### src/rtl/serial_subtractor_if.sv
// serial_subtractor_if
//   Handshake and data bundle between a controller and serial_subtractor.
//   master modport: controller side (drives start/A/B/Bin, observes results).
//   slave  modport: subtractor side (observes request, drives results/status).
//   Signals:
//     start  request, sampled by the subtractor only when it is not busy
//     A, B   minuend / subtrahend, WIDTH bits
//     Bin    borrow-in
//     Diff   A - B - Bin modulo 2^WIDTH
//     Bout   unsigned borrow-out
//     V      signed overflow
//     busy   operation in progress
//     done   one-cycle pulse when Diff/Bout/V update
interface serial_subtractor_if #(
  parameter int WIDTH = 4
);
  logic             start;
  logic [WIDTH-1:0] A;
  logic [WIDTH-1:0] B;
  logic             Bin;
  logic [WIDTH-1:0] Diff;
  logic             Bout;
  logic             V;
  logic             busy;
  logic             done;

  modport master (
    output start, A, B, Bin,
    input  Diff, Bout, V, busy, done
  );

  modport slave (
    input  start, A, B, Bin,
    output Diff, Bout, V, busy, done
  );
endinterface

### src/rtl/serial_subtractor.sv
// serial_subtractor
//   Bit-serial subtractor: Diff = A - B - Bin over WIDTH bits, one bit per
//   clock through a single full-subtractor slice with a borrow flop.
//   Ports:
//     clk  rising-edge clock
//     rst  synchronous, active-high reset
//     bus  serial_subtractor_if.slave (start/A/B/Bin in, Diff/Bout/V/busy/done out)
//   Timing: start accepted at edge E0 (when idle or done); bits 0..WIDTH-1 are
//   processed at edges E1..E_WIDTH; results and done appear after E_WIDTH.
module serial_subtractor #(
  parameter int WIDTH = 4
) (
  input  logic                clk,
  input  logic                rst,
  serial_subtractor_if.slave  bus
);

  localparam int CNT_W = (WIDTH > 2) ? $clog2(WIDTH) : 1;
  localparam logic [CNT_W-1:0] CNT_LAST = CNT_W'(WIDTH - 1);

  localparam logic [1:0] S_IDLE = 2'd0;
  localparam logic [1:0] S_RUN  = 2'd1;
  localparam logic [1:0] S_DONE = 2'd2;

  logic [1:0]       state;
  logic [WIDTH-1:0] a_sh;      // captured minuend, shifted right each bit
  logic [WIDTH-1:0] b_sh;      // captured subtrahend, shifted right each bit
  logic             br;        // running borrow
  logic [CNT_W-1:0] cnt;       // index of the bit being processed
  logic [WIDTH-2:0] r_sh;      // partial result, filled from the top LSB-first
  logic [WIDTH-1:0] diff_q;
  logic             bout_q;
  logic             v_q;

  // Full-subtractor slice on the current LSBs.
  logic             a_bit;
  logic             b_bit;
  logic             d_bit;
  logic             br_next;
  logic [WIDTH-1:0] r_next;

  assign a_bit   = a_sh[0];
  assign b_bit   = b_sh[0];
  assign d_bit   = a_bit ^ b_bit ^ br;
  assign br_next = (~a_bit & b_bit) | (~(a_bit ^ b_bit) & br);
  // On the last bit this is the complete difference, bit 0 at the bottom.
  assign r_next  = {d_bit, r_sh};

  // NOTE: every flop in the datapath is cleared by reset, including the
  // operand and partial-result shift registers, so an aborted operation
  // leaves nothing behind; all state is updated with non-blocking
  // assignments so the slice reads the pre-edge values of a_sh/b_sh/br.
  always_ff @(posedge clk) begin
    if (rst) begin
      state  <= S_IDLE;
      a_sh   <= '0;
      b_sh   <= '0;
      br     <= 1'b0;
      cnt    <= '0;
      r_sh   <= '0;
      diff_q <= '0;
      bout_q <= 1'b0;
      v_q    <= 1'b0;
    end else begin
      case (state)
        S_IDLE, S_DONE: begin
          if (bus.start) begin
            a_sh  <= bus.A;
            b_sh  <= bus.B;
            br    <= bus.Bin;
            cnt   <= '0;
            state <= S_RUN;
          end else begin
            state <= S_IDLE;
          end
        end

        S_RUN: begin
          a_sh <= a_sh >> 1;
          b_sh <= b_sh >> 1;
          br   <= br_next;
          r_sh <= r_next[WIDTH-1:1];
          if (cnt == CNT_LAST) begin
            // On the last bit a_bit/b_bit are the operand sign bits.
            diff_q <= r_next;
            bout_q <= br_next;
            v_q    <= (a_bit ^ b_bit) & (d_bit ^ a_bit);
            state  <= S_DONE;
          end else begin
            cnt <= cnt + CNT_W'(1);
          end
        end

        default: state <= S_IDLE;
      endcase
    end
  end

  assign bus.Diff = diff_q;
  assign bus.Bout = bout_q;
  assign bus.V    = v_q;
  assign bus.busy = (state == S_RUN);
  assign bus.done = (state == S_DONE);

endmodule

### src/flat_wrapper.sv
// flat-port wrapper written by rule: the top's interface ports become plain ports
module serial_subtractor_flat 
#(
  parameter int WIDTH = 4
)
  (clk, rst, bus_start, bus_A, bus_B, bus_Bin, bus_Diff, bus_Bout, bus_V, bus_busy, bus_done);
  serial_subtractor_if #(.WIDTH(WIDTH)) bus_i ();
  input  logic clk;
  input  logic rst;
  input wire logic [$bits(bus_i.start)-1:0] bus_start;
  input wire logic [$bits(bus_i.A)-1:0] bus_A;
  input wire logic [$bits(bus_i.B)-1:0] bus_B;
  input wire logic [$bits(bus_i.Bin)-1:0] bus_Bin;
  output wire logic [$bits(bus_i.Diff)-1:0] bus_Diff;
  output wire logic [$bits(bus_i.Bout)-1:0] bus_Bout;
  output wire logic [$bits(bus_i.V)-1:0] bus_V;
  output wire logic [$bits(bus_i.busy)-1:0] bus_busy;
  output wire logic [$bits(bus_i.done)-1:0] bus_done;
  assign bus_i.start = bus_start;
  assign bus_i.A = bus_A;
  assign bus_i.B = bus_B;
  assign bus_i.Bin = bus_Bin;
  assign bus_Diff = bus_i.Diff;
  assign bus_Bout = bus_i.Bout;
  assign bus_V = bus_i.V;
  assign bus_busy = bus_i.busy;
  assign bus_done = bus_i.done;
  serial_subtractor #(.WIDTH(WIDTH)) u_core (.clk(clk), .rst(rst), .bus(bus_i));
endmodule
### config.mk
export PLATFORM = sky130hd
export DESIGN_NAME = serial_subtractor_flat
export DESIGN_NICKNAME = d
export VERILOG_FILES = /design/src/rtl/serial_subtractor_if.sv /design/src/rtl/serial_subtractor.sv /design/src/flat_wrapper.sv
export SDC_FILE = /design/constraint.sdc
export NUM_CORES = 1
export LEC_CHECK = 0
export BUFFER_PORTS_ARGS = -buffer_cell sky130_fd_sc_hd__clkbuf_2
export CAP_MARGIN = 20
export CORE_UTILIZATION = 46
export DETAILED_ROUTE_END_ITERATION = 6
export GPL_ROUTABILITY_DRIVEN = 0
export PLACE_DENSITY = 0.72
export REMOVE_ABC_BUFFERS = 1
export SYNTH_ARGS = -nofsm -noshare
export SYNTH_HDL_FRONTEND = slang
export SYNTH_SLANG_ARGS = --single-unit
### constraint.sdc
create_clock -name clk -period 1.6 [get_ports clk]
set_clock_uncertainty 0.1 [all_clocks]
set_input_delay 0.32 -clock clk [delete_from_list [all_inputs] [get_ports clk]]
set_output_delay 0.32 -clock clk [all_outputs]
set_load 0.05 [all_outputs]
Word-level counts from Yosys, hierarchy flattened --
Cells that the tools add are included. Widths: inputs -> output; s select.
Storage, ports and cells: bits in registers 22, latch bits 0, RAM bits 0, memory bits (read-only) 0, bits of input ports 12, output and inout bits 8, word-level logic and storage cells 43, memories 0
Cells by class: $add $sub $neg 1, multipliers 0, div/mod/pow operators 0, $lt $le $gt $ge 0, equality and inequality tests 6, shift operators 0, multiplexer cells 12, bitwise logic cells 9, reductions and logical operators 6
Operator list (number):
- $pmux 4 s2 | 2
- $mux 4 | 2
- $pmux 2 s2 | 2
- $mux 2 | 3
- $eq 2x2->1 const B | 2
- $ne 2x2->1 const B | 2
- $reduce_and 2->1 | 2
- $and 1x1->1 | 3
- $reduce_and 3->1 | 1
- $xor 1x1->1 | 3
- $add 2x1->2 const B | 1
- $eq 2x1->1 const B | 1
- $logic_not 2->1 | 1
- $mux 1 | 2
- $ne 2x1->1 const B | 1
- $not 1->1 | 2
- $pmux 1 s2 | 1
- $reduce_bool 2->1 | 1
- $reduce_or 2->1 | 1
- $or 1x1->1 | 1

Logic depth before layout (Yosys ltp) --
Gate-level depths: netlist of run 1.
depth in word-level cells 5, gate-level depth with buffers 5, depth with buffers taken out 5

Worst setup path before layout of run 1 --
No wires, ideal clock.
path type flip-flop to flip-flop, start point register u_core.a_sh[0], end point register u_core.v_q, in the netlist u_core.bus.V, setup time 0.071 ns, data arrival time 1.443 ns, required time 1.429 ns, path slack -0.014 ns, cell stages (with the launch flop) 6, path buffers 0, period minus slack after synthesis 1.614 ns, cells stage by stage dfxtp_1 -> inv_1 -> fa_1 -> xor2_1 -> or3_1 -> a21oi_1
On the way: cells in the longest elaborated chain, start to end 4
Ends and longest elaborated chain:
- from (decl) | RTL line serial_subtractor.sv:26 | logic [WIDTH-1:0] a_sh;
- from (signal assigned) | RTL line serial_subtractor.sv:68 | a_sh <= bus.A;
- from (signal assigned) | RTL line serial_subtractor.sv:79 | a_sh <= a_sh >> 1;
- $xor 1x1->1 | RTL line serial_subtractor.sv:44, serial_subtractor.sv:87
- $xor 1x1->1 | RTL line serial_subtractor.sv:44 | assign d_bit = a_bit ^ b_bit ^ br;
- $xor 1x1->1 | RTL line serial_subtractor.sv:87 | v_q <= (a_bit ^ b_bit) & (d_bit ^ a_bit);
- $and 1x1->1 * | RTL line serial_subtractor.sv:87
- to (signal assigned) | RTL line serial_subtractor.sv:87
- to (decl) | RTL line serial_subtractor.sv:33 | logic v_q;
Every way passes the cells marked *; elsewhere a longest branch is shown, timed or not. A chain may end at the register's enable or synchronous reset.

Worst setup path after layout of run 1 --
Same ends and word-level chain as after synthesis.

==> results.json, run 1 <==
{
  "r2r_cells": 5,
  "area_growth_pct": 23.0,
  "clk_path_buf_depth": 2,
  "slew_headroom": 0.695,
  "grt_use_total": 0.189,
  "min_path_type": "in -> reg",
  "combPwrFrac": 0.163,
  "clkPwrFrac": 0.281,
  "critPathMaxFanout": 2,
  "r2r-end": "u_core.bus.V",
  "die_area_um2": 2180,
  "maxCapViolCount": 0,
  "hold_buffers": 0,
  "cts-htree-levels": 1,
  "slew_viol_final": 0,
  "hpwl_mm": 1.26,
  "io_buffers": 19,
  "worst_slack_ps": -1.35,
  "hp-start": "bus_A[3]",
  "syn_inst": 109,
  "grt.overflow.total": 0,
  "whs_path_depth": 3,
  "detail-route-antenna-nets": 0,
  "power_density_nw_per_um2": 955,
  "grt_pass1_vias": 700,
  "path_cells": "inv_2, fa_1, xor2_1, or3_1, a21oi_2",
  "crit_required_ps": 1740,
  "critPathMaxStageDelay_ps": 460,
  "ys_seq_area_frac": 0.478,
  "nets": 148,
  "clockRootBuffer": "clkbuf_4",
  "clock_latency_ps": 300,
  "pin_count": 20,
  "reg2reg_slack_ps": -1,
  "synth_seq_cells": 22,
  "timing.fmax_ghz": 0.624,
  "ys_warn_count": 0,
  "synth_area_per_cell_um2": 8.45,
  "antenna_cells": 0,
  "drcViolationCount": 0,
  "drive_gt1_frac": 0.295,
  "wire_per_inst_um": 11.5,
  "whs_endpoint": "u_core.a_sh[3]",
  "routed_wl_mm": 1.80,
  "design_area_um2": 1130,
  "netSwitchingPower_mw": 0.280,
  "crit_path_top_delay_cell": "fa_1",
  "timing.final.crit_share": 1.00,
  "numCtsBuffers": 3,
  "p_leak_nw": 0.469,
  "cts_tree": "done",
  "synth_cell_type_count": 22,
  "grt_max_degree": 23,
  "status": "finished with violations",
  "drt_iter0_drc": 25,
  "power_frac_seq": 0.555,
  "grt_antenna_before_repair": 0,
  "cts.reportedPaths.clkPinSlew_ps": 120,
  "swShare": 0.259,
  "core_area_um2": 1800,
  "worstPathArrival_ps": 1740,
  "final.min_clock_period_ps": 1600,
  "internal_power_mw": 0.801,
  "violations": "negative setup slack",
  "fp-row-count": 15,
  "timing.rr.start": "u_core.a_sh[0]",
  "rsz0062_at_grt": "true",
  "n_fill_cell": 175,
  "tightest_slew_ps": 458,
  "finalHoldViolations": 0,
  "grt_pass1_wl_mm": 2.97,
  "ir_worst_vdd_mv": 0.499,
  "crit_type": "reg -> reg",
  "clock_sinks": 22,
  "die_h_um": 46.7,
  "critPathLaunchType": "flip-flop",
  "dr.pass1.iters": 4,
  "setup_viol": 1,
  "syn_area_um2": 921,
  "num_vias": 800,
  "whs_ps": 130,
  "cp-end-kind": "flip-flop",
  "start_util": 0.511,
  "die_x_um": 46.7,
  "dpl_cell_area_um2": 1070,
  "via_per_inst": 5.10
}
## worst max path at each step
stage               slack, ps  cells past startpoint                 end             from
floorplan                -250                      4  u_core.bus.Diff[3]  u_core.state[0]
global placement           30                      5        u_core.bus.V   u_core.a_sh[0]
detailed placement        -10                      5        u_core.bus.V   u_core.a_sh[0]
CTS                       -20                      5        u_core.bus.V   u_core.a_sh[0]
global route              -90                      5        u_core.bus.V   u_core.a_sh[0]
finish                     -1                      5        u_core.bus.V   u_core.a_sh[0]
## cell usage after synthesis
cell type  count  area, um^2
a21oi_1       12        60.1
dfxtp_1       22         440
nand2_1       25        93.8
clkbuf_2       1        5.00
nor2_1        10        37.5
buf_4          2        15.0
ha_1           2        25.0
fa_1           1        20.0
nand2b_1       2        12.5
o21a_1         1        7.51
xor2_1         1        8.76
clkbuf_1       3        11.3
a311oi_1       8        70.1
a211oi_1       1        7.51
or3_1          2        12.5
inv_1          2        7.51
nand3b_2       1        11.3
nand3_1        6        30.0
o211ai_1       2        15.0
nor2b_1        2        12.5
buf_2          2        10.0
nand3b_1       1        7.51
## repair_timing
action,CTS,global route
pin swaps,2,1
gates resized for setup,6,4
buffers inserted,1,0
setup endpoints to repair,2,3
## registers in the layout, indices dropped and copies added, names as in the netlist
register / flops
u_core.bus.Diff: 4
u_core.bus.Bout: 1
u_core.state: 2
u_core.r_sh: 3
u_core.b_sh: 4
u_core.br: 1
u_core.a_sh: 4
u_core.cnt: 2
u_core.bus.V: 1
## area by class of cell
| cell class | instances | area, um^2 | share of cell area |
|---|---|---|---|
| Tap cell | 25 | 31.3 | 0.0276 |
| Multi-Input combinational cell | 77 | 435 | 0.385 |
| Clock buffer | 4 | 36.3 | 0.0320 |
| Inverter | 2 | 7.51 | 0.00663 |
| Sequential cell | 22 | 445 | 0.393 |
| Timing Repair Buffer | 27 | 176 | 0.156 |
## placed cells by master (no fill, tap or decap), types with 3 or more instances in the layout
cell type  count
a21oi_1       11
a311oi_1       8
buf_4          7
clkbuf_2      17
clkbuf_4       3
dfxtp_1       18
dfxtp_2        4
nand2_1       25
nand3_1        6
nor2_1        10
## metrics by stage
stage                     worst slack (ps)  TNS (ps)  total power, mW  std cells   util
after floorplan                       -250     -1350            0.703        101      -
after global placement                32.4         0            0.774        152  0.594
after detailed placement             -12.6     -12.6            0.780        152  0.594
after CTS                            -17.2     -17.2             1.09        157  0.626
after global routing                 -89.6     -89.6             1.14        157  0.628
final                                -1.35     -1.35             1.08        157  0.628
## critical path: cells and delay by family, from the launching register on
| family | cells | cell delay, ps |
|---|---|---|
| and+or+nand+nor | 1 | 320 |
| DFF | 1 | 350 |
| xor gates and xnor gates | 1 | 150 |
| adders and majority gates | 1 | 460 |
| buffers and inverters | 1 | 40 |
| AOI/OAI and AO/OA | 1 | 120 |
## routing by layer
metal	vias up	global-route usage	routed length, um
li1	418	-	-
met1	362	0.216	839
met2	18	0.358	895
met3	2	0.0346	55
met4	0	0.0514	12
met5	-	0	0
## logic make-up after synthesis
kind of cell               share of synthesized area
xor gates and xnor gates                     0.00951
adders and majority gates                     0.0489
DFF                                            0.478
AOI/OAI and AO/OA                              0.174
and+or+nand+nor                                0.236
buffers and inverters                         0.0530
## power groups by stage
stage / combinational, mW / clock, mW / sequential, mW
after floorplan: 0.0968 / 0 / 0.607
after global placement: 0.166 / 0 / 0.608
after detailed placement: 0.170 / 0 / 0.610
after CTS: 0.179 / 0.313 / 0.600
after global routing: 0.201 / 0.332 / 0.604
final: 0.177 / 0.304 / 0.601
(Power assumes the default switching activity.)
==> run 2, diff against run 1 <==
Settings changed: CORE_UTILIZATION 46 to 50, PLACE_DENSITY 0.72 to 0.74.
Clock period 1.6 ns to 1.59 ns, I/O delays scaled along.
==> run 2 against run 1 <==
Against the previous run: the flow still finishes with violations (negative setup slack); critical path depth unchanged; global-route usage rose by 2.9 points; final cell count increased by 1.9%; first-iteration DRC count decreased by 84%; hold slack improved by 7.5 ps; largest cell class unchanged; sequential share of layout area is 0.83 points lower; non-clock buffer count increased by 3; largest power group unchanged; utilization increased by 4.0 points; highest routed layer unchanged; power up 1.4%.
==> results.json, run 2 (synthesis results as in run 1) <==
{
  "grt_pass1_vias": 735,
  "violations": "negative setup slack",
  "setup_viol": 1,
  "min_path_type": "in -> reg",
  "grt_antenna_before_repair": 0,
  "whs_path_depth": 3,
  "crit_type": "reg -> reg",
  "final-instance-count-excl-fill": 160,
  "use_met1": 0.246,
  "reg2reg_slack_ps": -20,
  "die_h_um": 44.9,
  "area_growth_pct": 25.3,
  "core_area_um2": 1730,
  "hpwl_mm": 1.38,
  "cts.reportedPaths.clkPinSlew_ps": 120,
  "worst_slack_ps": -22.4,
  "utilization": 0.668,
  "power_density_nw_per_um2": 950,
  "r2r_cells": 5,
  "rsz0062_at_grt": "true",
  "design_area_um2": 1150,
  "clock_latency_ps": 300,
  "swShare": 0.259,
  "clockRootBuffer": "clkbuf_4",
  "final_cell_mix": "nand2_1, dfxtp_1, clkbuf_2, a21oi_1",
  "maxCapViolCount": 0,
  "final.min_clock_period_ps": 1610,
  "wire_per_inst_um": 11.9,
  "cts-htree-levels": 1,
  "netSwitchingPower_mw": 0.284,
  "combPwrFrac": 0.174,
  "pin_count": 20,
  "worstPathArrival_ps": 1750,
  "nets": 151,
  "placed_cells": 155,
  "routed_wl_mm": 1.91,
  "slew_headroom": 0.706,
  "power_frac_seq": 0.550,
  "via_per_inst": 5.25,
  "ir_worst_vdd_mv": 0.637,
  "antenna_cells": 0,
  "start_util": 0.533,
  "grt_use_total": 0.218,
  "crit_required_ps": 1730,
  "clock_sinks": 22,
  "mostFrequentLayoutCell": "nand2_1",
  "grt.overflow.total": 0,
  "clk_path_buf_depth": 2,
  "p_leak_nw": 0.483,
  "fp-row-count": 15,
  "grt_pass1_wl_mm": 3.09,
  "met3_usage": 0.0360,
  "top_usage_layer": "met2",
  "dr.pass1.iters": 4,
  "detail-route-antenna-nets": 0,
  "timing.final.crit_share": 1.01,
  "dpl_cell_area_um2": 1090,
  "drive_gt1_frac": 0.304,
  "slew_viol_final": 0,
  "n_fill_cell": 159,
  "post-place-ws_ps": -53.2,
  "cp-end-kind": "flip-flop",
  "critPathMaxFanout": 2,
  "clkPwrFrac": 0.277,
  "finalHoldViolations": 0,
  "grt_use_met2": 0.403,
  "numCtsBuffers": 3,
  "grt_max_degree": 23,
  "num_vias": 840,
  "tightest_slew_ps": 441,
  "status": "finished with violations",
  "timing.fmax_ghz": 0.620,
  "p_total_mw": 1.10,
  "critPathLaunchType": "flip-flop",
  "drcViolationCount": 0,
  "die_x_um": 44.9,
  "die_area_um2": 2020,
  "cts_tree": "done",
  "io_buffers": 19,
  "internal_power_mw": 0.812,
  "drt_iter0_drc": 4
}
==> run 2: power groups by stage <==
stage,sequential (mW),combinational [mW],clock [mW]
5_1_grt,0.607,0.213,0.331
3_5_place_dp,0.613,0.182,0
2_1_floorplan,0.610,0.0974,0
6_report,0.602,0.190,0.303
3_3_place_gp,0.611,0.174,0
4_1_cts,0.602,0.191,0.309
==> run 2: cell type report <==
type	instances	area (um^2)	share of cell area
well taps	25	31.3	0.0271
multi-input cells	77	435	0.377
repair buffers	30	199	0.172
clock buffers	4	36.3	0.0315
inverters	2	7.51	0.00651
flip-flops and latches	22	444	0.385
==> run 2: timing repair <==
item | CTS | global route
gates cloned | 0 | 0
setup endpoints to repair | 2 | 2
pin swaps | 1 | 0
hold buffers | 0 | 0
setup buffers | 1 | 0
resized for setup | 6 | 2
==> run 2: critical path, cell delays in order (launching register included) <==
cell	delay, ps
dfxtp_2	350
inv_2	40
fa_1	460
xor2_1	150
or3_1	320
a21oi_2	120
==> run 2: stage by stage <==
stage | hold WS (ps) | TNS, ps
global placement | 342 | 0
finish | 138 | -22.4
global route | 128 | -70.9
floorplan | 287 | -1460
CTS | 139 | -34.8
detailed placement | 346 | -53.2
==> run 2: metal layers <==
metal / wire length, um / part of all wire / vias to the layer above
met2: 996 / 0.52 / 24
met4: 21 / 0.011 / 0
met3: 74 / 0.039 / 2
met5: 0 / 0 / -
met1: 816 / 0.43 / 387
li1: - / - / 427
==> run 2: path summary, 6_finish.rpt <==
path,from,end
worst max-delay path,u_core.a_sh[0],u_core.bus.V
worst min-delay path,bus_A[3],u_core.a_sh[3]
worst max register to register,u_core.a_sh[0],u_core.bus.V
worst min register to register,u_core.bus.Diff[1],u_core.bus.Diff[1]
